`config.mk`:
```
export PLATFORM = sky130hd
export DESIGN_NAME = regfile_wb_queue
export DESIGN_NICKNAME = d
export VERILOG_FILES = /design/src/rtl/regfile_wb_queue.sv
export SDC_FILE = /design/constraint.sdc
export NUM_CORES = 1
export LEC_CHECK = 0
export ABC_AREA = 0
export CORE_AREA = 2 2 148 150
export DETAILED_ROUTE_END_ITERATION = 10
export DIE_AREA = 0 0 150 152
export PLACE_DENSITY = 0.73
export SLEW_MARGIN = 10
export SYNTH_ARGS = -nofsm -noshare
export SYNTH_HDL_FRONTEND = slang
export SYNTH_SLANG_ARGS = --single-unit
```
`constraint.sdc`:
```
create_clock -name clock -period 4.55 [get_ports clock]
set_clock_uncertainty 0.2 [all_clocks]
set_input_delay 0.455 -clock clock [delete_from_list [all_inputs] [get_ports clock]]
set_output_delay 0.455 -clock clock [all_outputs]
set_load 0.02 [all_outputs]
```
`src/rtl/regfile_wb_queue.sv`:
```
// regfile_wb_queue
//   Write-side initiator for the register file's single write port. Writebacks
//   from the pipeline and the multdiv unit are merged into an in-order FIFO.
//   The FIFO drains one entry per cycle onto the regfile write port. Decode-stage
//   reads that hit a queued, not yet committed, write are flagged.
//
// Ports
//   clock, ctrl_reset            clock (rising edge); async active-low reset
//   pipe_wb_valid/ready/reg/data pipeline writeback request channel
//   md_wb_valid/ready/reg/data   multdiv writeback request channel
//   ctrl_writeEnable             regfile write strobe (FIFO not empty)
//   ctrl_writeReg, data_writeReg regfile write index and data (FIFO head)
//   query_regA/B                 decode read indices
//   pendingA/B                   a queued write targets query_regA/B
//   bypass_dataA/B               data of the youngest queued write to query_regA/B
//
// Configuration
//   REGFILE_WB_BYPASS_EN: when defined, bypass_dataA/B carry forwarded data.
//   When undefined they are tied to 0 and decode must stall on pendingA/B.
//
// Handshake: a request transfers on a rising edge where valid and ready are both
// high. Ready depends only on registered occupancy (md also on pipe_wb_valid),
// never on ready of the other side. Requests to register 0 transfer normally but
// are discarded instead of queued.
module regfile_wb_queue #(
  parameter int DEPTH  = 4,
  parameter int DATA_W = 32,
  parameter int ADDR_W = 5
) (
  input  logic              clock,
  input  logic              ctrl_reset,
  input  logic              pipe_wb_valid,
  output logic              pipe_wb_ready,
  input  logic [ADDR_W-1:0] pipe_wb_reg,
  input  logic [DATA_W-1:0] pipe_wb_data,
  input  logic              md_wb_valid,
  output logic              md_wb_ready,
  input  logic [ADDR_W-1:0] md_wb_reg,
  input  logic [DATA_W-1:0] md_wb_data,
  output logic              ctrl_writeEnable,
  output logic [ADDR_W-1:0] ctrl_writeReg,
  output logic [DATA_W-1:0] data_writeReg,
  input  logic [ADDR_W-1:0] query_regA,
  input  logic [ADDR_W-1:0] query_regB,
  output logic              pendingA,
  output logic              pendingB,
  output logic [DATA_W-1:0] bypass_dataA,
  output logic [DATA_W-1:0] bypass_dataB
);

  localparam int PTR_W = (DEPTH > 1) ? $clog2(DEPTH) : 1;
  localparam int CNT_W = $clog2(DEPTH + 1);

  logic [ADDR_W-1:0] regQ  [DEPTH];
  logic [DATA_W-1:0] dataQ [DEPTH];
  logic [PTR_W-1:0]  rdPtr;
  logic [PTR_W-1:0]  wrPtr;
  logic [CNT_W-1:0]  count;

  logic [CNT_W-1:0]  space;
  logic              pipeEnq;
  logic              mdEnq;
  logic              popNow;
  logic [1:0]        enqCnt;
  logic [PTR_W-1:0]  mdSlot;

  // Pointer advance with wrap modulo DEPTH (DEPTH need not be a power of two).
  function automatic logic [PTR_W-1:0] ptrAdd(input logic [PTR_W-1:0] p,
                                              input int unsigned n);
    int unsigned s;
    s = 32'(p) + n;
    if (s >= 32'(DEPTH)) s = s - 32'(DEPTH);
    return PTR_W'(s);
  endfunction

  // Space comes from registered count only: an entry popped this edge does not
  // free a slot for a request in the same cycle.
  assign space         = CNT_W'(DEPTH) - count;
  assign pipe_wb_ready = (space >= CNT_W'(1));
  // md must leave room for a simultaneous pipe request, which is older.
  assign md_wb_ready   = (space >= (pipe_wb_valid ? CNT_W'(2) : CNT_W'(1)));

  assign pipeEnq = pipe_wb_valid && pipe_wb_ready && (pipe_wb_reg != '0);
  assign mdEnq   = md_wb_valid && md_wb_ready && (md_wb_reg != '0);
  assign popNow  = (count != '0);
  assign enqCnt  = {1'b0, pipeEnq} + {1'b0, mdEnq};
  assign mdSlot  = ptrAdd(wrPtr, pipeEnq ? 32'd1 : 32'd0);

  // Head drives the regfile directly; the regfile captures on the same edge
  // that pops the entry.
  assign ctrl_writeEnable = popNow;
  assign ctrl_writeReg    = regQ[rdPtr];
  assign data_writeReg    = dataQ[rdPtr];

  always_ff @(posedge clock or negedge ctrl_reset) begin
    if (!ctrl_reset) begin
      rdPtr <= '0;
      wrPtr <= '0;
      count <= '0;
    end else begin
      if (popNow) rdPtr <= ptrAdd(rdPtr, 32'd1);
      wrPtr <= ptrAdd(wrPtr, 32'(enqCnt));
      count <= count + CNT_W'(enqCnt) - CNT_W'(popNow);
    end
  end

  // Storage needs no reset: an entry is only observed while inside count.
  always_ff @(posedge clock) begin
    if (pipeEnq) begin
      regQ[wrPtr]  <= pipe_wb_reg;
      dataQ[wrPtr] <= pipe_wb_data;
    end
    if (mdEnq) begin
      regQ[mdSlot]  <= md_wb_reg;
      dataQ[mdSlot] <= md_wb_data;
    end
  end

  // Scan oldest to youngest so the last match seen is the youngest write.
  always_comb begin
    logic [PTR_W-1:0] idx;
    pendingA     = 1'b0;
    pendingB     = 1'b0;
    bypass_dataA = '0;
    bypass_dataB = '0;
    for (int k = 0; k < DEPTH; k++) begin
      idx = ptrAdd(rdPtr, 32'(k));
      if (CNT_W'(k) < count) begin
        if ((query_regA != '0) && (regQ[idx] == query_regA)) begin
          pendingA = 1'b1;
`ifdef REGFILE_WB_BYPASS_EN
          bypass_dataA = dataQ[idx];
`endif
        end
        if ((query_regB != '0) && (regQ[idx] == query_regB)) begin
          pendingB = 1'b1;
`ifdef REGFILE_WB_BYPASS_EN
          bypass_dataB = dataQ[idx];
`endif
        end
      end
    end
  end

endmodule
```
[Yosys cells after proc, flatten, opt, wreduce, memory -nomap -nowiden]
Memories as Yosys holds them, arrays and structs flattened.
Index checks and enable logic that the tools add are counted.
Word-level totals
  bits in registers: 7
  memory bits (writable): 148
  input port bits: 88
  output and inout port bits: 106
  logic and storage cells: 85
  memories: 2
Memory list
  dataQ: depth 4, width 32, rd ports 1, clocked after Yosys merged registers in 0, write ports 2, line 55  | logic [DATA_W-1:0] dataQ [DEPTH];
  regQ: depth 4, width 5, rd ports 5, clocked after Yosys merged registers in 0, write ports 2, line 54  | logic [ADDR_W-1:0] regQ [DEPTH];
Cells by class
  $add $sub $neg: 15
  magnitude comparators: 12
  equal/unequal tests: 8
  muxes and demuxes: 28
  reductions and logical operators: 17
Operators with widths (count)
  $eq A5 B5 Y1: 8
  $mux W1: 21
  $reduce_bool A5 Y1: 4
  $ge A3 B3 Y1 const B: 5
  $mux W2: 7
  $logic_and A1 B1 Y1: 12
  $sub A2 B1 Y2 const B: 6
  $add A2 B2 Y3 const B: 2
  $lt A1 B3 Y1 const A: 2
  $lt A2 B3 Y1 const A: 2
  $add A2 B1 Y3: 1
  $add A2 B1 Y3 const B: 1
  $add A2 B2 Y3: 1
  $add A3 B2 Y3: 1
  $ge A2 B3 Y1 const B: 1
  $ge A3 B1 Y1 const B: 1
  $ge A3 B2 Y1: 1
  $reduce_bool A3 Y1: 1
  $sub A3 B1 Y3: 1
  $sub A3 B3 Y3 const A: 1
  $add A1 B1 Y2: 1

[Depth between registers and ports, before layout]
Gate-level depths: netlist of the first run.
An unclocked memory read counts as a cell.
  depth in word-level cells: 13
  gate-level depth with buffers: 15
  depth with buffers taken out: 15

[Worst setup path after synthesis of the first run]
OpenSTA, ideal clock, no wires.
  path kind: register to register
  from: reg count[0]
  to: mem dataQ[0][0], enable pin
  library setup time: 0.445 ns
  arrival time: 4.149 ns
  data required time: 3.905 ns
  slack: -0.244 ns
  stages on the path, launching flop included: 9
  path buffers: 0
  path through: dfrtp_1 > inv_1 > ha_1 > ha_1 > or4b_2 > o311a_1 > ha_1 > nand2b_1 > o22ai_1
RTL lines
  start: declaration: line 58  | logic [CNT_W-1:0] count;
  start signal: assignment: line 103  | count <= count + CNT_W'(enqCnt) - CNT_W'(popNow);
  end: declaration: line 55

[Worst setup path in the final report of the first run]
  from: reg rdPtr[1]
  to: out pendingB
On the way
  longest elaborated chain between the ends: 13
  elaborated cells between the ends (all ways): 32
RTL lines
  start: declaration: line 56  | logic [PTR_W-1:0] rdPtr;
  start signal: assignment: line 101  | if (popNow) rdPtr <= ptrAdd(rdPtr, 32'd1);
  parallel branches: the longest is 2 deep, another holds $add A2 B1 Y3
  $mem_v2 Z4 W5 (*)
  $eq A5 B5 Y1: line 135  | if ((query_regB != '0) && (regQ[idx] == query_regB)) begin
  $logic_and A1 B1 Y1: line 135
  $mux W1: line 135
  $mux W1: line 128  | if (CNT_W'(k) < count) begin
  $mux W1: line 135
  $mux W1: line 128
  $mux W1: line 135
  $mux W1: line 128
  $mux W1: line 135
  $mux W1 (*): line 128
  end: declaration: line 46  | output logic pendingB,
Every way passes the cells marked *.

==> flow_summary_export.csv, run 1 <==
group,metric,value,unit
place,port_buffers,129,
logic_synthesis,netlist.area_leader.share,0.4831,
global_routing,global_route.usage.total,0.1949,
layout,layout-drive-gt1-share,0.3233,
die,initial_utilization,0.4308,
worst_setup_path,critical_r2r_launch,"count[0]",
cts,cts_num_sinks,155,
cts,cts_htree_levels,4,
timing,timing_worst_slew_pin_value,0.8119,ns
cts,clkTransAtPathRegs,0.07,ns
cts,root_buffer,"clkbuf_16",
place,dp_worst_setup_slack,0.3529,ns
timing,report.final.hold_viol_count,0,
layout,area_delta_synth_final,22.82,%
cts,cts_setup_buffers,0,
logic_synthesis,post-synth-top-count-cell,"mux2_2",
layout,final-seq-area,0.004627,sq mm
global_routing,grt_antenna_before_repair,0,
timing,rsz0062_at_grt,"no",
timing,timing.final.max_slew_violations,0,
power_and_ir_drop,power.density,799.3,mW/mm^2
power_and_ir_drop,vdd.ir_drop.worst,0.0003758,V
cts,cts_tree,"done",
die,dieWidth,150,microns
timing,achievable-frequency,234.3,MHz
worst_setup_path,worstRegToRegCells,10,
worst_setup_path,cp_max_fo,25,
logic_synthesis,avgSynthCellArea,14.74,sq um
global_routing,grt_start_max_net_pins,58,
global_routing,first_global_vias,5979,
layout,multi_input_gate_area,0.004174,sq mm
drt,avgViaCountPerCell,5.282,
drt,wl,21570,microns
timing,slew_headroom,0.4569,
timing,finalHoldWorstSlack,0.09482,ns
die,std_cell_rows,54,
cts,clk_path_buf_depth,2,
worst_setup_path,criticalPathCategory,"flop to primary output",
worst_setup_path,worst_ep_required_time,3.89,ns
logic_synthesis,synth_flop_cell,"edfxtp_1",
logic_synthesis,ys_seq_area_frac,0.5022,
logic_synthesis,synth_largest_area_cell,"edfxtp_1",
layout,final_util,0.5292,
drt,drtPass1Iterations,4,
flow_run,max_cap_violations,0,
timing,finalSetupViolations,0,
logic_synthesis,yosysWarningCount,0,
worst_setup_path,end_kind,"primary output",
worst_setup_path,worst-r2r-setup-slack,0.35,ns
drt,drt_drc_violations_left,0,
worst_setup_path,cp-start-kind,"flop",
power_and_ir_drop,leakage,3.946,nW
global_routing,grt_overflow,0,
outcome,status,"complete, no violations",
worst_setup_path,critPathArrivalTime,3.61,ns
logic_synthesis,syn-cell-area,0.009199,sq mm
cts,clock_latency,0.43,ns
layout,num-fill-cells,1777,
logic_synthesis,synth.area.top_cells,"edfxtp_1, mux2_2, mux4_2",
cts,cts_inserted_buffers,17,
drt,num_vias,5514,
layout,finish.net_count,851,
logic_synthesis,synth-async-reset-ratio,0.04516,
worst_hold_path,min_path_type,"input pin to async pin",
timing,timing.final.ws_setup,0.2812,ns
logic_synthesis,netlist_instances,624,
place,gp_congestion,0.8796,
worst_setup_path,r2r_end,"dataQ[1][8]",
logic_synthesis,netlist-cell-type-count,45,
drt,wire_per_inst,20.66,microns
logic_synthesis,synth_common_cells,"mux2_2, edfxtp_1, buf_4",
die,die_area,0.02280,sq mm
timing,min_period,4.269,ns
place,post-dp-hpwl,14980,microns
logic_synthesis,synth_seq_cells,155,
die,core_region_area,0.02135,sq mm
layout,antennaDiodeCount,0,
die,floorplan.die.height,152,microns
die,io_pins,194,
drt,dr.first_iter.drc_count,233,
logic_synthesis,post_synth_edffs,148,
drt,final_antenna_net_count,0,
global_routing,grt_pass1_wl,33610,microns
timing,finalCritPeriodShare,0.9382,
metrics by stage:
stage               setup TNS, ns  power (mW)  cell area [sq um]  instances
finish                          0       9.030              11300       1044
global route                    0       9.500              11300       1044
global placement                0       7.556              10700       1012
CTS                             0       9.114              11300       1044
detailed placement              0       7.655              10700       1012
floorplan                  -18.05       5.883               9448        687
metal layers:
layer	wire length, microns	global-route usage	vias up
met1	8655	0.2352	2781
met4	486	0.07098	0
li1	-	-	2505
met3	1256	0.04444	31
met5	0	0	-
met2	11180	0.3390	197
layout by cell type, fill, tap and decap left out, drive strengths merged, types with 16 or more instances in the layout:
cell,n
buf,16
edfxtp,148
xnor2,25
mux2,161
clkbuf,17
mux4,32
inv,22
xor2,28
mux2i,27
clkdlybuf4s50,129
conb,64
final cells by class:
type	count	area share
clock inverter	15	0.01539
inverter	13	0.004319
timing repair buffer	145	0.1327
tap	280	0.03101
clock buffer	17	0.03765
sequential	155	0.4095
multi-input combinational	419	0.3694
worst max path at each step:
stage / startpoint / endpoint / slack [ns] / cells after the start
floorplan: count[0] / dataQ[0][0] / -0.24 / 8
global placement: count[0] / dataQ[1][24] / 0.49 / 10
detailed placement: count[0] / dataQ[1][10] / 0.35 / 10
CTS: rdPtr[1] / pendingB / 0.17 / 9
global route: count[0] / dataQ[1][8] / 0.11 / 10
finish: rdPtr[1] / pendingB / 0.28 / 9
worst max-delay path, cell delays in order (launching register included):
cell             delay [ns]
dfrtp_4                0.66
buf_4                  0.26
mux2i_1                0.29
xnor2_1                0.11
nor2_1                 0.19
a21oi_1                0.09
nor4_1                 0.33
nor4_1                 0.11
nor4_1                 0.43
clkdlybuf4s50_1        0.69
cell families (layout without fill, tap and decap cells):
group,after synthesis,after routing,share of synthesized area
flops,155,155,0.5022
simple gates,46,46,0.02761
other cells,1,64,0.0004077
mux,220,220,0.3079
compound gates,24,24,0.01632
xor+xnor,53,53,0.05046
fa+ha+maj,12,12,0.01714
buf+inv,113,190,0.07794
power by group:
group	leakage (nW)	switching (mW)	internal (mW)	total [mW]
logic	2.20	2.58	2.27	4.85
registers	1.46	0.264	2.48	2.75
clock network	0.293	0.648	0.788	1.44
sequential cells by signal, indices dropped and copies added, names as in the netlist:
register / cells
count: 3
regQ: 20
rdPtr: 2
wrPtr: 2
dataQ: 128
repair_timing:
item                       4_1_cts  5_1_grt
resized for setup                0        1
hold buffers                     0        0
setup endpoints to repair        0        1
Power figures use the tool's default switching activity.
==> run 2, diff against run 1 <==
CAP_MARGIN = 25   (was default)
CORE_AREA = 2 2 146 148   (was 2 2 148 150)
DIE_AREA = 0 0 148 150   (was 0 0 150 152)
PLACE_DENSITY = 0.75   (was 0.73)
==> run 2 against run 1 <==
- total power is 0.74% lower
- setup slack better by 0.027 ns
- design area is 0.40% lower
- clock power hardly changed
- core utilization is 1.5 points higher
- sequential power hardly changed
- global-route usage is 0.45 points lower
- non-clock buffer count stayed put
- register-to-register slack better by 0.04 ns
- clock-buffer cell count is 3 higher
- routed wire length is 2.3% lower
- fmax is 0.63% higher
- largest power group unchanged
- highest routed layer unchanged
==> flow_summary_export.csv, run 2 (synthesis gave the netlist of run 1 again) <==
group,metric,value,unit
worst_setup_path,cp-start-kind,"flop",
place,placed_cells,1007,
power_and_ir_drop,cell_internal_pwr,5.573,mW
cts,root_buffer,"clkbuf_16",
timing,min_period,4.242,ns
timing,report.final.hold_viol_count,0,
drt,wire_per_inst,20.25,microns
worst_setup_path,worst-r2r-setup-slack,0.39,ns
worst_setup_path,critical_r2r_launch,"count[0]",
worst_setup_path,worstRegToRegCells,10,
worst_setup_path,most_used_cell_cp,"nor4_1",
power_and_ir_drop,switching_power,3.390,mW
cts,cts_setup_buffers,0,
power_and_ir_drop,power.share.sequential,0.309,
drt,wl,21080,microns
drt,avgViaCountPerCell,5.367,
layout,area_delta_synth_final,22.33,%
cts,clkTransAtPathRegs,0.06,ns
die,io_pins,194,
cts,cts_tree,"done",
global_routing,grt_pass1_wl,31940,microns
layout,layout_top_registers,"dataQ: 128 flops, regQ: 20 flops, count: 3 flops",
worst_hold_path,min_path_type,"input pin to async pin",
layout,layout.cells.most_common_list,"mux2_2, edfxtp_1, clkdlybuf4s50_1",
cts,cts_htree_levels,4,
power_and_ir_drop,swShare,0.3783,
timing,achievable-frequency,235.7,MHz
global_routing,first_global_vias,5878,
place,port_buffers,129,
timing,finalHoldWorstSlack,0.1297,ns
cts,ctsHoldBuffers,0,
worst_setup_path,max_stage_delay,0.66,ns
timing,timing.final.max_slew_violations,0,
worst_setup_path,master_of_the_slowest_instance_on_the_critical_path,"clkdlybuf4s50_1",
drt,drt_drc_violations_left,0,
worst_setup_path,criticalPathCategory,"flop to primary output",
layout,final_design_area_no_fill,0.01125,sq mm
timing,finalCritPeriodShare,0.9323,
die,std_cell_rows,53,
place,post-dp-hpwl,14380,microns
die,dieWidth,148,microns
power_and_ir_drop,clkPwrFrac,0.158,
layout,regMostFlops,"dataQ",
outcome,status,"complete, no violations",
timing,timing_worst_slew_pin_value,0.8766,ns
die,core_region_area,0.02069,sq mm
cts,clk_path_buf_depth,2,
cts,cts_inserted_buffers,17,
global_routing,grt_start_max_net_pins,31,
timing,timing.setup.tns,0,ns
global_routing,grt_antenna_before_repair,2,
worst_setup_path,r2r_end,"dataQ[2][30]",
die,die_area,0.02220,sq mm
drt,drtPass1Iterations,4,
power_and_ir_drop,report.power.total,8.963,mW
cts,clock_latency,0.42,ns
drt,num_vias,5587,
cts,post_cts_resized,0,
worst_setup_path,critPathArrivalTime,3.59,ns
layout,instances_no_fill,1041,
place,dp_worst_setup_slack,0.4201,ns
die,floorplan.die.height,150,microns
power_and_ir_drop,leakage,3.930,nW
timing,finalSetupViolations,0,
layout,final_util,0.5439,
place,gp_congestion,0.9148,
layout,largest_register_ffs,128,
layout,layout-drive-gt1-share,0.3154,
layout,finish.net_count,851,
timing,rsz0062_at_grt,"no",
worst_setup_path,end_kind,"primary output",
power_and_ir_drop,power.density,796.5,mW/mm^2
power_and_ir_drop,comb_power_share,0.533,
cts,cts_num_sinks,155,
worst_setup_path,path_cells,"buf_4, mux2_2, mux2i_4, xor2_1, o211ai_1, nor4_1, nor4_1, nor4_1, clkdlybuf4s50_1",
worst_setup_path,worst_ep_required_time,3.89,ns
place,postPlaceCellArea,0.01067,sq mm
drt,final_antenna_net_count,0,
timing,timing.final.ws_setup,0.3081,ns
power_and_ir_drop,vdd.ir_drop.worst,0.0004845,V
drt,dr.first_iter.drc_count,317,
flow_run,max_cap_violations,0,
global_routing,grt_overflow,0,
timing,slew_headroom,0.4114,
worst_setup_path,cp_max_fo,15,
global_routing,global_route.usage.total,0.1903,
layout,final_common_cell,"mux2_2",
die,initial_utilization,0.4446,
[run 2: cell types whose count changed in the layout (fill, tap and decap cells not counted), sizes merged]
cell | previous run | this run
clkinv | 4 | 8
diode | 0 | 2
inv | 22 | 14
clkinvlp | 1 | 0
bufinv | 1 | 3
clkbuf | 17 | 20
[run 2: how the worst max path moves through the flow]
stage / start / end / slack (ns) / depth (start not counted)
floorplan: count[0] / dataQ[0][0] / -0.24 / 8
global placement: count[0] / dataQ[2][24] / 0.55 / 10
detailed placement: count[0] / dataQ[2][2] / 0.42 / 10
CTS: rdPtr[1] / pendingB / 0.33 / 9
global route: rdPtr[1] / pendingB / 0.15 / 9
finish: rdPtr[1] / pendingB / 0.31 / 9
[run 2: final cells by class]
type | instances | area (sq um)
clock buffers | 20 | 436.7
well taps | 275 | 344.1
diodes | 2 | 5.005
multi-input cells | 419 | 4174
fillers | 1660 | 9437
clock inverters | 12 | 146.4
repair buffers | 145 | 1474
flip-flops and latches | 155 | 4624
inverters | 13 | 48.80
[run 2: power by group through the flow]
stage	sequential [mW]	clock (mW)	combinational [mW]
2_1_floorplan	2.67	0	3.21
5_1_grt	2.83	1.48	5.09
4_1_cts	2.78	1.43	4.83
6_report	2.77	1.41	4.78
3_3_place_gp	2.76	0	4.73
3_5_place_dp	2.81	0	4.80
[run 2: worst max-delay path, delay by kind of cell (launching register included)]
family | cells | cell delay, ns
mux | 2 | 0.61
buf+inv | 2 | 0.98
flops | 1 | 0.63
simple gates | 3 | 0.63
xor+xnor | 1 | 0.16
compound gates | 1 | 0.14
[run 2: metal layers]
metal	up-vias	GRT usage	part of all wire
li1	2510	-	-
met5	-	0	0
met2	226	0.3366	0.51
met4	0	0.07619	0.021
met3	30	0.03445	0.051
met1	2821	0.2308	0.41
==> run 3, diff against run 2 <==
PLACE_DENSITY = 0.72   (was 0.75)
clock period = 5.2 ns   (was 4.55 ns; I/O delays follow)
==> run 3 against run 2 <==
- total power fell by 13%
- final cell count shrank 0.48%
- worst hold slack better by 0.036 ns
- critical path depth is the same
- via count is 1.1% lower
- sequential power down 12%
- combinational power down 15%
- design area down 0.40%
- non-clock buffer count is 3 lower
- highest routed layer unchanged
==> flow_summary_export.csv, run 3 (synthesis gave the netlist of run 1 again) <==
group,metric,value,unit
outcome,status,"complete, no violations",
worst_setup_path,criticalPathCategory,"flop to primary output",
cts,cts_inserted_buffers,17,
drt,num_vias,5527,
drt,drt_drc_violations_left,0,
flow_run,max_cap_violations,0,
layout,regMostFlops,"dataQ",
layout,layout-drive-gt1-share,0.3206,
global_routing,grt_start_max_net_pins,38,
drt,dr.first_iter.drc_count,325,
layout,instances_no_fill,1036,
worst_setup_path,cp-start-kind,"flop",
cts,clk_path_buf_depth,2,
cts,cts_tree,"done",
timing,rsz0062_at_grt,"no",
timing,slew_headroom,0.3240,
worst_setup_path,master_of_the_slowest_instance_on_the_critical_path,"dfrtp_2",
die,floorplan.die.height,150,microns
timing,timing.final.ws_setup,0.4618,ns
global_routing,grt_overflow,0,
worst_setup_path,most_used_cell_cp,"nor4_1",
drt,wire_per_inst,20.41,microns
die,die_area,0.02220,sq mm
worst_setup_path,end_kind,"primary output",
cts,clock_latency,0.42,ns
cts,cts_num_sinks,155,
drt,drtPass1Iterations,4,
worst_setup_path,worst_ep_required_time,4.48,ns
drt,avgViaCountPerCell,5.335,
layout,largest_register_ffs,128,
cts,clkTransAtPathRegs,0.07,ns
timing,finalHoldWorstSlack,0.1662,ns
cts,root_buffer,"clkbuf_16",
layout,final_util,0.5417,
cts,ctsHoldBuffers,0,
layout,antennaDiodeCount,0,
layout,final_common_cell,"mux2_2",
timing,min_period,4.738,ns
layout,area_delta_synth_final,21.84,%
global_routing,global_route.usage.total,0.1923,
die,core_region_area,0.02069,sq mm
power_and_ir_drop,leakage,3.908,nW
global_routing,first_global_vias,5744,
timing,achievable-frequency,211.1,MHz
die,initial_utilization,0.4446,
timing,timing.setup.tns,0,ns
global_routing,grt_antenna_before_repair,0,
worst_setup_path,path_cells,"buf_4, mux2_2, xor2_1, nor3_1, a21oi_1, nor4_1, nor4_1, nor4_1, clkdlybuf4s50_1",
layout,final_design_area_no_fill,0.01121,sq mm
timing,timing_worst_slew_pin_value,1.014,ns
timing,report.final.hold_viol_count,0,
drt,final_antenna_net_count,0,
drt,wl,21140,microns
power_and_ir_drop,vdd.ir_drop.worst,0.0003634,V
place,post-dp-hpwl,14370,microns
cts,cts_htree_levels,4,
layout,layout_top_registers,"dataQ: 128 flops, regQ: 20 flops, count: 3 flops",
worst_hold_path,min_path_type,"input pin to async pin",
power_and_ir_drop,report.power.total,7.800,mW
layout,finish.net_count,848,
place,dp_worst_setup_slack,0.8576,ns
die,dieWidth,148,microns
cts,cts_setup_buffers,0,
power_and_ir_drop,power.density,695.9,mW/mm^2
global_routing,grt_pass1_wl,31900,microns
timing,finalCritPeriodShare,0.9112,
timing,timing.final.max_slew_violations,0,
timing,finalSetupViolations,0,
worst_setup_path,critPathArrivalTime,4.02,ns
worst_setup_path,cp_max_fo,27,
layout,layout.cells.most_common_list,"mux2_2, edfxtp_1, clkdlybuf4s50_1",
worst_setup_path,max_stage_delay,0.81,ns
die,io_pins,194,
place,placed_cells,1004,
worst_setup_path,worst-r2r-setup-slack,0.86,ns
die,std_cell_rows,53,
cts,post_cts_resized,0,
place,postPlaceCellArea,0.01061,sq mm
place,port_buffers,129,
place,gp_congestion,0.8788,
run 3: cell types whose count changed in the layout (fill, tap and decap cells not counted), moves of 3 or more:
cell,before,now
buf_12,5,2
clkinvlp_4,0,3
clkbuf_1,3,0
inv_8,0,3
inv_6,2,7
clkinv_1,4,1
run 3: final timing paths:
| kind | start | endpoint | depth (start not counted) |
|---|---|---|---|
| setup / recovery | rdPtr[1] | pendingB | 9 |
| hold / removal | ctrl_reset | rdPtr[0] | 1 |
| setup reg to reg | count[0] | dataQ[3][7] | 10 |
| hold reg to reg | wrPtr[1] | wrPtr[1] | 1 |
| max in group asynchronous | ctrl_reset | rdPtr[0] | 1 |
| min in group clock | wrPtr[1] | wrPtr[1] | 1 |
run 3: area by class of cell:
| cell class | instances | area, sq um |
|---|---|---|
| fillers | 1689 | 9482 |
| flip-flops and latches | 155 | 4624 |
| multi-input cells | 419 | 4174 |
| repair buffers | 142 | 1414 |
| clock buffers | 17 | 425.4 |
| well taps | 275 | 344.1 |
| clock inverters | 15 | 177.7 |
| inverters | 13 | 48.80 |
run 3: routing by layer:
layer	vias to the layer above	GRT usage	share of wire
met4	0	0.07810	0.021
met1	2778	0.2262	0.41
met2	207	0.3356	0.51
met3	35	0.05061	0.063
li1	2507	-	-
met5	-	0	0
run 3: power breakdown:
part           internal, mW  switching (mW)
logic                  1.90            2.17
clock network         0.727           0.544
registers              2.17           0.286
total                  4.80            3.00
run 3: critical path, delay by kind of cell (launching register included):
kind	cells	cell delay, ns
DFF	1	0.81
buffers and inverters	2	1.02
muxes	1	0.40
xor gates and xnor gates	1	0.19
and+or+nand+nor	4	1.06
AOI/OAI and AO/OA	1	0.08
